`config.mk`:
```
export PLATFORM = sky130hd
export DESIGN_NAME = tcm_dmem_router_flat
export DESIGN_NICKNAME = d
export VERILOG_FILES = /design/src/rtl/tcm_dmem_router_if.sv /design/src/rtl/tcm_dmem_router.sv /design/src/flat_wrapper.sv
export SDC_FILE = /design/constraint.sdc
export NUM_CORES = 1
export LEC_CHECK = 0
export BUFFER_PORTS_ARGS = -buffer_cell sky130_fd_sc_hd__buf_2
export CORE_AREA = 2 2 119 121
export DETAILED_ROUTE_END_ITERATION = 12
export DIE_AREA = 0 0 121 123
export REMOVE_ABC_BUFFERS = 1
export SETUP_SLACK_MARGIN = 0.05
export SYNTH_ARGS = -nofsm -noshare
export SYNTH_HDL_FRONTEND = slang
export SYNTH_SLANG_ARGS = --single-unit
```
`constraint.sdc`:
```
create_clock -name clk -period 1.65 [get_ports clk]
set_input_delay 0.165 -clock clk [delete_from_list [all_inputs] [get_ports clk]]
set_output_delay 0.165 -clock clk [all_outputs]
set_load 0.02 [all_outputs]
```
`src/rtl/tcm_dmem_router_if.sv`:
```
// Data-memory request/response bus shared by the core side and both router ports.
// The master drives the request fields; the slave answers with ack, read data and response.
interface tcm_dmem_router_if #(
    parameter int ADDR_W = 32,
    parameter int DATA_W = 32
);
    logic              req;
    logic              cmd;
    logic [1:0]        width;
    logic [ADDR_W-1:0] addr;
    logic [DATA_W-1:0] wdata;
    logic              req_ack;
    logic [DATA_W-1:0] rdata;
    logic [1:0]        resp;

    modport master (
        output req, cmd, width, addr, wdata,
        input  req_ack, rdata, resp
    );

    modport slave (
        input  req, cmd, width, addr, wdata,
        output req_ack, rdata, resp
    );
endinterface

```
`src/rtl/tcm_dmem_router.sv`:
```
// Steers core data requests to the TCM (port 0) or the external bus (port 1) by address,
// tracking one outstanding transaction and allowing a new accept in the response cycle.
module tcm_dmem_router #(
    parameter int              ADDR_W           = 32,
    parameter int              DATA_W           = 32,
    parameter logic [ADDR_W-1:0] TCM_ADDR_MASK    = 32'hFFFF0000,
    parameter logic [ADDR_W-1:0] TCM_ADDR_PATTERN = 32'h00480000
) (
    input  logic              clk,
    input  logic              rst,
    tcm_dmem_router_if.slave  core_bus,
    tcm_dmem_router_if.master p0_bus,
    tcm_dmem_router_if.master p1_bus
);

    localparam logic [1:0] RESP_NOTRDY = 2'b00;

    typedef enum logic {
        ST_IDLE,
        ST_WAIT
    } state_e;

    state_e            state_q, state_d;
    logic              cur_port_q, cur_port_d;

    logic              sel;
    logic [1:0]        cur_resp;
    logic [DATA_W-1:0] cur_rdata;
    logic              in_wait;
    logic              resp_done;
    logic              can_issue;
    logic              accept;

    assign sel       = ((core_bus.addr & TCM_ADDR_MASK) != TCM_ADDR_PATTERN);
    assign cur_resp  = cur_port_q ? p1_bus.resp  : p0_bus.resp;
    assign cur_rdata = cur_port_q ? p1_bus.rdata : p0_bus.rdata;

    // Reset gates the combinational outputs so nothing leaks out while rst is held,
    // even though the registered state is already IDLE.
    assign in_wait   = (state_q == ST_WAIT) && !rst;
    assign resp_done = in_wait && (cur_resp != RESP_NOTRDY);
    assign can_issue = !rst && ((state_q == ST_IDLE) || resp_done);
    assign accept    = core_bus.req && core_bus.req_ack;

    assign core_bus.resp    = in_wait ? cur_resp  : RESP_NOTRDY;
    assign core_bus.rdata   = in_wait ? cur_rdata : '0;
    assign core_bus.req_ack = can_issue && (sel ? p1_bus.req_ack : p0_bus.req_ack);

    assign p0_bus.req   = core_bus.req && can_issue && !sel;
    assign p1_bus.req   = core_bus.req && can_issue && sel;
    assign p0_bus.cmd   = core_bus.cmd;
    assign p1_bus.cmd   = core_bus.cmd;
    assign p0_bus.width = core_bus.width;
    assign p1_bus.width = core_bus.width;
    assign p0_bus.addr  = core_bus.addr;
    assign p1_bus.addr  = core_bus.addr;
    assign p0_bus.wdata = core_bus.wdata;
    assign p1_bus.wdata = core_bus.wdata;

    always_comb begin
        state_d    = state_q;
        cur_port_d = cur_port_q;
        case (state_q)
            ST_IDLE: begin
                if (accept) begin
                    state_d    = ST_WAIT;
                    cur_port_d = sel;
                end
            end
            ST_WAIT: begin
                // A response-cycle accept keeps us in WAIT with no bubble; the port may switch.
                if (resp_done) begin
                    if (accept) begin
                        cur_port_d = sel;
                    end else begin
                        state_d = ST_IDLE;
                    end
                end
            end
            default: begin
                state_d = ST_IDLE;
            end
        endcase
    end

    always_ff @(posedge clk or posedge rst) begin
        if (rst) begin
            state_q    <= ST_IDLE;
            cur_port_q <= 1'b0;
        end else begin
            state_q    <= state_d;
            cur_port_q <= cur_port_d;
        end
    end

endmodule

```
`src/flat_wrapper.sv`:
```
// flat-port wrapper written by rule: the top's interface ports become plain ports
module tcm_dmem_router_flat 
#(
    parameter int              ADDR_W           = 32,
    parameter int              DATA_W           = 32,
    parameter logic [ADDR_W-1:0] TCM_ADDR_MASK    = 32'hFFFF0000,
    parameter logic [ADDR_W-1:0] TCM_ADDR_PATTERN = 32'h00480000
)
  (clk, rst, core_bus_req, core_bus_cmd, core_bus_width, core_bus_addr, core_bus_wdata, core_bus_req_ack, core_bus_rdata, core_bus_resp, p0_bus_req, p0_bus_cmd, p0_bus_width, p0_bus_addr, p0_bus_wdata, p0_bus_req_ack, p0_bus_rdata, p0_bus_resp, p1_bus_req, p1_bus_cmd, p1_bus_width, p1_bus_addr, p1_bus_wdata, p1_bus_req_ack, p1_bus_rdata, p1_bus_resp);
  tcm_dmem_router_if #(.ADDR_W(ADDR_W), .DATA_W(DATA_W)) core_bus_i ();
  tcm_dmem_router_if #(.ADDR_W(ADDR_W), .DATA_W(DATA_W)) p0_bus_i ();
  tcm_dmem_router_if #(.ADDR_W(ADDR_W), .DATA_W(DATA_W)) p1_bus_i ();
  input  logic clk;
  input  logic rst;
  input wire logic [$bits(core_bus_i.req)-1:0] core_bus_req;
  input wire logic [$bits(core_bus_i.cmd)-1:0] core_bus_cmd;
  input wire logic [$bits(core_bus_i.width)-1:0] core_bus_width;
  input wire logic [$bits(core_bus_i.addr)-1:0] core_bus_addr;
  input wire logic [$bits(core_bus_i.wdata)-1:0] core_bus_wdata;
  output wire logic [$bits(core_bus_i.req_ack)-1:0] core_bus_req_ack;
  output wire logic [$bits(core_bus_i.rdata)-1:0] core_bus_rdata;
  output wire logic [$bits(core_bus_i.resp)-1:0] core_bus_resp;
  output wire logic [$bits(p0_bus_i.req)-1:0] p0_bus_req;
  output wire logic [$bits(p0_bus_i.cmd)-1:0] p0_bus_cmd;
  output wire logic [$bits(p0_bus_i.width)-1:0] p0_bus_width;
  output wire logic [$bits(p0_bus_i.addr)-1:0] p0_bus_addr;
  output wire logic [$bits(p0_bus_i.wdata)-1:0] p0_bus_wdata;
  input wire logic [$bits(p0_bus_i.req_ack)-1:0] p0_bus_req_ack;
  input wire logic [$bits(p0_bus_i.rdata)-1:0] p0_bus_rdata;
  input wire logic [$bits(p0_bus_i.resp)-1:0] p0_bus_resp;
  output wire logic [$bits(p1_bus_i.req)-1:0] p1_bus_req;
  output wire logic [$bits(p1_bus_i.cmd)-1:0] p1_bus_cmd;
  output wire logic [$bits(p1_bus_i.width)-1:0] p1_bus_width;
  output wire logic [$bits(p1_bus_i.addr)-1:0] p1_bus_addr;
  output wire logic [$bits(p1_bus_i.wdata)-1:0] p1_bus_wdata;
  input wire logic [$bits(p1_bus_i.req_ack)-1:0] p1_bus_req_ack;
  input wire logic [$bits(p1_bus_i.rdata)-1:0] p1_bus_rdata;
  input wire logic [$bits(p1_bus_i.resp)-1:0] p1_bus_resp;
  assign core_bus_i.req = core_bus_req;
  assign core_bus_i.cmd = core_bus_cmd;
  assign core_bus_i.width = core_bus_width;
  assign core_bus_i.addr = core_bus_addr;
  assign core_bus_i.wdata = core_bus_wdata;
  assign core_bus_req_ack = core_bus_i.req_ack;
  assign core_bus_rdata = core_bus_i.rdata;
  assign core_bus_resp = core_bus_i.resp;
  assign p0_bus_req = p0_bus_i.req;
  assign p0_bus_cmd = p0_bus_i.cmd;
  assign p0_bus_width = p0_bus_i.width;
  assign p0_bus_addr = p0_bus_i.addr;
  assign p0_bus_wdata = p0_bus_i.wdata;
  assign p0_bus_i.req_ack = p0_bus_req_ack;
  assign p0_bus_i.rdata = p0_bus_rdata;
  assign p0_bus_i.resp = p0_bus_resp;
  assign p1_bus_req = p1_bus_i.req;
  assign p1_bus_cmd = p1_bus_i.cmd;
  assign p1_bus_width = p1_bus_i.width;
  assign p1_bus_addr = p1_bus_i.addr;
  assign p1_bus_wdata = p1_bus_i.wdata;
  assign p1_bus_i.req_ack = p1_bus_req_ack;
  assign p1_bus_i.rdata = p1_bus_rdata;
  assign p1_bus_i.resp = p1_bus_resp;
  tcm_dmem_router #(.ADDR_W(ADDR_W), .DATA_W(DATA_W), .TCM_ADDR_MASK(TCM_ADDR_MASK), .TCM_ADDR_PATTERN(TCM_ADDR_PATTERN)) u_core (.clk(clk), .rst(rst), .core_bus(core_bus_i), .p0_bus(p0_bus_i), .p1_bus(p1_bus_i));
endmodule
```
==> impl_metrics.yaml <==
outcome:
  outcome: "complete, no violations"
synth:
  synth_ff_type: "dfrtp_1"
  synth_top_family_by_area: "buffers and inverters"
  ys_top_cells_by_count: "buf_4 (134), nor2_1 (36), mux2i_1 (35), buf_2 (4), clkbuf_1 (3)"
  synth.area.mux_share: 0.201
  synthAdderAreaFrac: 0
  synth-compound-area-share: 0.0251
  synth_cells: 233
  ys_warn_count: 0
  synth_seq_cells: 2
  synth_top_area_cell: "buf_4"
  synth_top_area_share: 0.578
  synth-xor-area-share: 0
  seq_area_frac_synth: 0.0287
  syn_avg_cell_area_sq_um: 7.47
  synth_edf_count: 0
  netlist_area_sq_um: 1740
  yosys.area_share.simple: 0.145
  synthTopCellsByArea: "buf_4 (58%), mux2i_1 (20%), nor2_1 (7.8%)"
  async_flop_share: 1.00
  synth_most_common_cell: "buf_4"
  synthDistinctLibCells: 22
critical_path:
  crit_fanout: 7
  cp_slowest_cell: "dfrtp_2"
  crit_chain: "nor4b_2 -> a311o_1 -> nor2b_1 -> buf_4"
  worst-setup-path-type: "flip-flop to output pin"
  slowest_delay_ns: 0.46
  cp-start-kind: "flip-flop"
  cp.arrival_ns: 1.42
  cp.required_ns: 1.48
  end_kind: "output pin"
pwr:
  pwr-share-clk: 0.425
  p_switching_uw: 315
  internal_power_uw: 563
  power_frac_comb: 0.512
  total_power_uw: 878
  p_per_area_nw_per_um2: 460
  sequentialPowerShare: 0.063
  switching_share: 0.358
  power_leakage_uw: 0.00124
  ir_drop_mv: 0.403
sta:
  setup_viol: 0
  fin_crit_sh: 0.960
  hold_violations: 0
  tns_ns: 0
  fmax_ghz: 0.631
  tightest_slew_ns: 0.344
  final-max-slew-violation-count: 0
  period_needed_ns: 1.58
  rsz0062_at_grt: "true"
  clock_skew_ns: 0.00492
  timing.max_slew.rel_slack: 0.764
floorplan:
  die_y_um: 123
  dieArea_sq_um: 14900
  dieWidth_um: 121
  rows: 43
  coreArea_sq_um: 13600
  io_pins: 311
  initial_core_util: 0.128
cts:
  cts.sinks: 2
  cts_made_buffers: 3
  clock_path_buffers: 2
  clk_latency_ns: 0.22
  cts_root_buffer: "clkbuf_16"
  cts_tree: "yes"
  path_clk_slew_ns: 0.03
  htree_levels: 1
grt:
  grt_usage: 0.159
  antenna_found_initial: 3
  grt_pass1_vias: 1536
  grt_overflow: 0
  grt_pass1_wl_um: 15200
  grt_max_degree: 20
detailed_routing:
  dr.first_iter.drc_count: 40
  num_vias: 1689
  final_antenna_net_count: 0
  drc: 0
  dr.pass1.iters: 4
  via_per_inst: 3.82
  routedWlPerCell_um: 28.5
  routed_wl_um: 12600
final_layout:
  fin_util: 0.140
  final_area_sq_um: 1910
  drive_above_1_share: 0.678
  final_net_count: 402
  synthToLayoutAreaGrowth_pct: 9.63
placement:
  place.gp.congestion: 0.939
  postPlaceCellArea_sq_um: 1750
  hpwl_um: 11500
  portBuffers: 157
hold_path:
  hold_path_class: "input port to flip-flop"
job:
  maxCapViolations: 0
[logic make-up after synthesis]
logic type / count (synthesis)
buffers and inverters: 143
AO/OA/AOI/OAI: 5
multiplexers: 35
flip-flops: 2
AND/OR/NAND/NOR: 48
[cells in the final DEF, fill, tap and decap left out]
cell type      Yosys  routed
buf_2              4     155
nor2_1            36      36
mux2i_1           35      35
buf_4            134       5
nor4b_2            2       3
clkbuf_16          0       3
buf_6              0       3
inv_1              2       2
diode_2            0       1
nand2b_1           1       1
nor4_4             1       1
nor4_2             1       1
nand4_2            1       1
a2111o_1           1       1
a311o_1            1       1
nor2b_1            1       1
a22o_1             1       1
nand2_1            2       1
nor3_2             0       1
a211o_1            1       1
nand2_2            0       1
nor3b_4            0       1
o21ai_0            1       1
clkbuf_1           3       1
dlygate4sd3_1      0       1
buf_8              0       1
dfrtp_2            0       1
dfrtp_1            2       1
[metrics by stage]
step,hold slack (ns),worst slack [ns],cells
after CTS,0.180,0.0433,440
after global routing,0.192,0.0110,441
final,0.189,0.0654,442
after detailed placement,0.0666,0.0915,433
after global placement,0.0670,0.122,433
after floorplan,-0.0857,-0.911,92
[routing by layer]
layer  global-route usage  part of all wire
met4               0.0269            0.0072
met3                0.207              0.29
met2                0.274              0.46
met1               0.0951              0.22
met5                0.101             0.016
[registers in the layout (all words and copies together), names as in the netlist]
name and count:
u_core.cur_port_q 1, u_core.state_q 1
[worst paths after layout]
kind | startpoint | endpoint | slack (ns) | depth (start not counted)
min | p1_bus_req_ack | u_core.cur_port_q | 0.19 | 2
min reg2reg | u_core.state_q | u_core.state_q | 0.63 | 3
min in group asynchronous | rst | u_core.cur_port_q | 0.41 | 3
max | u_core.cur_port_q | p1_bus_req | 0.07 | 4
max reg2reg | u_core.cur_port_q | u_core.cur_port_q | 0.20 | 5
max in group asynchronous | rst | u_core.cur_port_q | 1.11 | 3
[worst max-delay path: cells and delay by family, from the launching register on]
family / cells / cell delay [ns]
buf+inv: 1 / 0.16
flops: 1 / 0.46
simple gates: 2 / 0.38
compound gates: 1 / 0.20
[power groups by stage]
stage	logic, uW	registers [uW]	clock network, uW
floorplan	132	57.3	0
global placement	425	57.2	0
detailed placement	429	57.6	0
CTS	444	54.8	381
global route	485	55.4	389
finish	449	55.2	373
[layout make-up]
cell class              instances  area (sq um)
fillers                      1589         11700
repair buffers                165           872
multi-input cells              88           672
well taps                     180           225
clock buffers                   4          78.8
flip-flops and latches          2          51.3
inverters                       2          7.51
diodes                          1          2.50
[repair_timing]
action | 4_1_cts | 5_1_grt
endpoints found under the hold margin | 2 | 0
buffers inserted | 2 | 1
pin swaps | 1 | 2
gates resized for setup | 4 | 8
hold buffers | 1 | 0
endpoints found under the setup margin | 21 | 24
No activity file was read; power rests on OpenSTA's default activity.
